[config.mk]
export PLATFORM = sky130hd
export DESIGN_NAME = regfile_wb_ctrl
export DESIGN_NICKNAME = d
export VERILOG_FILES = /design/src/rtl/octa16_pkg.sv /design/src/rtl/wb_rr_arbiter.sv /design/src/rtl/regfile_wb_ctrl.sv
export SDC_FILE = /design/constraint.sdc
export NUM_CORES = 1
export LEC_CHECK = 0
export CAP_MARGIN = 10
export CORE_UTILIZATION = 40
export CTS_BUF_LIST = sky130_fd_sc_hd__clkbuf_8
export DETAILED_ROUTE_END_ITERATION = 6
export DONT_BUFFER_PORTS = 1
export PLACE_DENSITY_LB_ADDON = 0.25
export SYNTH_ARGS = -nofsm -noshare
export SYNTH_HDL_FRONTEND = slang
export SYNTH_SLANG_ARGS = --single-unit
[constraint.sdc]
create_clock -name clk -period 3.2 [get_ports clk]
set_input_delay 0.64 -clock clk [delete_from_list [all_inputs] [get_ports clk]]
set_output_delay 0.64 -clock clk [all_outputs]
set_load 0.01 [all_outputs]
[src/rtl/octa16_pkg.sv]
// rtl/octa16_pkg.sv - shared register-file constants and write-back source encoding
package octa16_pkg;
    localparam int REG_ADDR_W = 3;
    localparam int NREGS      = 8;
    localparam int DATA_WIDTH = 8;

    typedef enum logic {
        SRC_ALU = 1'b0,
        SRC_MEM = 1'b1
    } src_e;
endpackage

[src/rtl/wb_rr_arbiter.sv]
// rtl/wb_rr_arbiter.sv - two-way round-robin grant between ALU and load write-back
module wb_rr_arbiter
    import octa16_pkg::*;
(
    input  logic clk,
    input  logic rst,
    input  logic alu_valid,
    input  logic mem_valid,
    output logic grant_alu,
    output logic grant_mem
);
    src_e rr_last;
    logic conflict;

    assign conflict  = alu_valid & mem_valid;
    // On a conflict the source that did not win last time gets the port.
    assign grant_alu = alu_valid & (~mem_valid | (rr_last == SRC_MEM));
    assign grant_mem = mem_valid & ~grant_alu;

    always_ff @(posedge clk or posedge rst) begin
        if (rst) begin
            rr_last <= SRC_MEM;
        end else if (conflict) begin
            rr_last <= grant_alu ? SRC_ALU : SRC_MEM;
        end
    end
endmodule

[src/rtl/regfile_wb_ctrl.sv]
// rtl/regfile_wb_ctrl.sv - write-back port arbitration and RAW/WAW hazard scoreboard
module regfile_wb_ctrl
    import octa16_pkg::*;
#(
    parameter int DATA_WIDTH = octa16_pkg::DATA_WIDTH,
    parameter int NREGS      = octa16_pkg::NREGS
) (
    input  logic                  clk,
    input  logic                  rst,
    input  logic                  alu_valid,
    input  logic [REG_ADDR_W-1:0] alu_rd,
    input  logic [DATA_WIDTH-1:0] alu_data,
    output logic                  alu_ready,
    input  logic                  mem_valid,
    input  logic [REG_ADDR_W-1:0] mem_rd,
    input  logic [DATA_WIDTH-1:0] mem_data,
    output logic                  mem_ready,
    input  logic                  issue_valid,
    input  logic [REG_ADDR_W-1:0] issue_rs1,
    input  logic [REG_ADDR_W-1:0] issue_rs2,
    input  logic [REG_ADDR_W-1:0] issue_rd,
    input  logic                  issue_wr,
    output logic                  issue_stall,
    input  logic                  flush,
    output logic                  wr_en,
    output logic [REG_ADDR_W-1:0] wr_addr,
    output logic [DATA_WIDTH-1:0] wr_data,
    output logic                  busy
);
    logic                  accept;
    logic                  issue_set;
    logic [REG_ADDR_W-1:0] win_rd;
    logic [DATA_WIDTH-1:0] win_data;
    logic [NREGS-1:0]      pending;
    logic [NREGS-1:0]      pending_next;

    wb_rr_arbiter u_arb (
        .clk       (clk),
        .rst       (rst),
        .alu_valid (alu_valid),
        .mem_valid (mem_valid),
        .grant_alu (alu_ready),
        .grant_mem (mem_ready)
    );

    assign accept   = alu_ready | mem_ready;
    assign win_rd   = mem_ready ? mem_rd   : alu_rd;
    assign win_data = mem_ready ? mem_data : alu_data;

    // pending[0] is forced low, so x0 never produces a hazard.
    assign issue_stall = issue_valid & (pending[issue_rs1] | pending[issue_rs2] |
                                        (issue_wr & pending[issue_rd]));
    assign issue_set   = issue_valid & issue_wr & ~issue_stall & (issue_rd != '0);
    assign busy        = |pending;

    // Set is applied after clear so a forced same-register collision leaves it pending.
    always_comb begin
        pending_next = pending;
        if (wr_en) begin
            pending_next[wr_addr] = 1'b0;
        end
        if (issue_set) begin
            pending_next[issue_rd] = 1'b1;
        end
        if (flush) begin
            pending_next = '0;
        end
        pending_next[0] = 1'b0;
    end

    always_ff @(posedge clk or posedge rst) begin
        if (rst) begin
            pending <= '0;
            wr_en   <= 1'b0;
            wr_addr <= '0;
            wr_data <= '0;
        end else begin
            pending <= pending_next;
            wr_en   <= accept & (win_rd != '0);
            if (accept) begin
                wr_addr <= win_rd;
                wr_data <= win_data;
            end
        end
    end
endmodule

==> metrics.txt <==
RSZ-0062 raised after global routing false; cells after synthesis 150; Synth top cells by count 19 x dfrtp_1, 16 x nor2_1, 13 x inv_1, 12 x o22ai_1, 10 x nand2_1; Switching Share roughly a third; Switch Pwr about 0.24 mW; postcts setup bufs 0; Worst Setup SP pending[6]; DR WL/cell approximately 17 um; Pint 0.475 mW; startpoint type of the worst setup path flop; most numerous cell in the Yosys netlist dfrtp_1; initial core utilization a little over two fifths; cell taking the most area after synthesis dfrtp_1; Least-Margin Pin Slew 748 ps; total congestion overflow 0; pin count of the biggest net entering global routing 34; average instance area after synthesis 8.84 um2; Detail Placement HPWL 2.35 mm; via-per-instance ratio a little over 6; flops & latches, synth 20; Worst-path clk slew ~80 ps; Fin. Hold Viols 0; drc violations 0; Post-synth EDFFs 0; post-route ant nets 0; CTS tree built; H-tree Lvls 1; Synth warnings 0; worst clock skew between 3 and 4 ps; Multi-input gate area around 740 um2; synthesized cell area approximately 1300 um2; clk sink count 20; DR pass1 iterations 4; share of power burned in registers 52.6%; Inserted Diodes 0; Most used DFF post-synth dfrtp_1; CTS buffer count 3; cts hold-fix bufs 0; minimum clock period around 2500 ps; Slew headroom between 50% and 60%; Root Driver clkbuf_8; max_cap viols 0; sequential cell area fraction in the yosys report a little under two fifths; latest clock arrival within the worst-skew pair about 260 ps; final slew viol count 0; antenna violations before repair 0; Die W between 50 and 60 um; core area slightly above 3000 um2; reg2reg setup slack between 1000 and 1500 ps; crit end category primary output; register area about 500 um2; top area cells in the synthesized netlist dfrtp_1 36%, o22ai_1 5.7%, nor2_1 4.5%; share of cells above drive strength 1 11.0%; Max clock buf depth 2; clock share of power between 20% and 30%; worst r2r src pending[5]; via count between 1,000 and 1,500; Iter 0 DRT Violations 45; net count after synthesis 188; Fmax between 0.4 and 0.5 GHz; die area ~3500 um2; routability cong. approximately 0.9; Fin Setup TNS 0 ps; outcome finished clean; post-synthesis to final-layout area growth 5.47%; final worst path period share a little under 80%; die height 59.6 um; Post-CTS Resized 0; vias in the first global route approximately 1,200; VDD IR-drop max around 0.23 mV; total detailed-routing wirelength 3.27 mm; HP Class input port to async pin; leakage a little under 0.6 nW; # setup viols final 0; Post-synth ARST share 100%; Tot GR Track Use about 20%; Req. time, crit path between 2000 and 3000 ps; count of different cell masters after synthesis 37; R2R depth 4; # IOs 54; Gate power share just over 20%; Power Dens Cells ~500 nW/um2; crit path kind flop to primary output; Hold WS around 400 ps; Rows 20; RR Endpoint pending[4]; share of the synthesized area in the top cell type between 30 and 40%; WP data arrival about 1900 ps; final net count roughly 190; first-pass GRT wire length 5.34 mm; # fillers 339; CP Max Fanout 8; port buffer count 0
## power groups by stage
stage | Combinational, mW | Clock, mW | Sequential (mW)
after floorplan | 0.149 | 0 | 0.349
after global routing | 0.168 | 0.214 | 0.384
after global placement | 0.140 | 0 | 0.381
final | 0.146 | 0.194 | 0.377
after CTS | 0.146 | 0.198 | 0.376
after detailed placement | 0.146 | 0 | 0.381
## layout make-up
| type | instances | area share, % |
|---|---|---|
| Tap cell | 44 | 3.94 |
| Clock buffer | 4 | 3.94 |
| Multi-Input combinational cell | 109 | 52.8 |
| Sequential cell | 20 | 35.9 |
| Inverter | 13 | 3.49 |
## sequential cells by signal (all words and copies together), names as in the netlist
name / flops
wr_data: 8
pending: 7
wr_addr: 3
u_arb.rr_last: 1
wr_en: 1
## logic make-up after synthesis
kind of cell | synth area share (%)
AOI/OAI and AO/OA | 30.0
xor gates and xnor gates | 0.660
buffers and inverters | 6.51
DFF | 37.8
muxes | 9.81
and+or+nand+nor | 15.2
## metrics by stage
step / std cells / instance area, um2 / util [%] / setup slack (ps) / power, mW
3_3_place_gp: 186 / 1340 / 43.3 / 869 / 0.520
4_1_cts: 190 / 1400 / 45.1 / 738 / 0.720
5_1_grt: 190 / 1400 / 45.1 / 645 / 0.766
6_report: 190 / 1400 / 45.1 / 711 / 0.716
2_1_floorplan: 150 / 1330 / - / 933 / 0.497
3_5_place_dp: 186 / 1340 / 43.3 / 816 / 0.526
## worst max-delay path by stage
stage / to / slack, ps / cells past startpoint
after floorplan: issue_stall / 930 / 4
after global placement: issue_stall / 870 / 4
after detailed placement: issue_stall / 820 / 4
after CTS: issue_stall / 740 / 4
after global routing: issue_stall / 640 / 4
final: issue_stall / 710 / 4
## worst max-delay path, stage by stage (launching register included)
cell and delay [ps]:
dfrtp_1 460, mux2i_1 120, and3_1 210, o32ai_2 540, o21a_1 260
## cell usage in the layout (no fill, tap or decap), drive strengths merged
cell type	count
mux2i	4
inv	13
o21a	2
o211ai	4
a221oi	2
clkbuf	4
o311ai	3
dfstp	1
nor3	1
nand2b	4
o21ai	1
o32ai	1
nor3b	1
o41ai	5
a21bo	1
o31ai	2
and3	1
or3	1
o22a	3
or2	2
nor2b	2
xnor2	1
nor4	1
nor2	16
a31oi	9
mux2	8
a21oi	8
nand4	1
o22ai	12
dfrtp	19
nor4bb	1
nand2	10
a21boi	2
## per-layer routing
layer | part of all wire (%) | global-route usage (%)
met1 | 44 | 25.2
met2 | 48 | 34.0
met3 | 6.3 | 5.46
met4 | 1.5 | 5.98
met5 | 0 | 0
No activity file was read; power rests on OpenSTA's default activity.
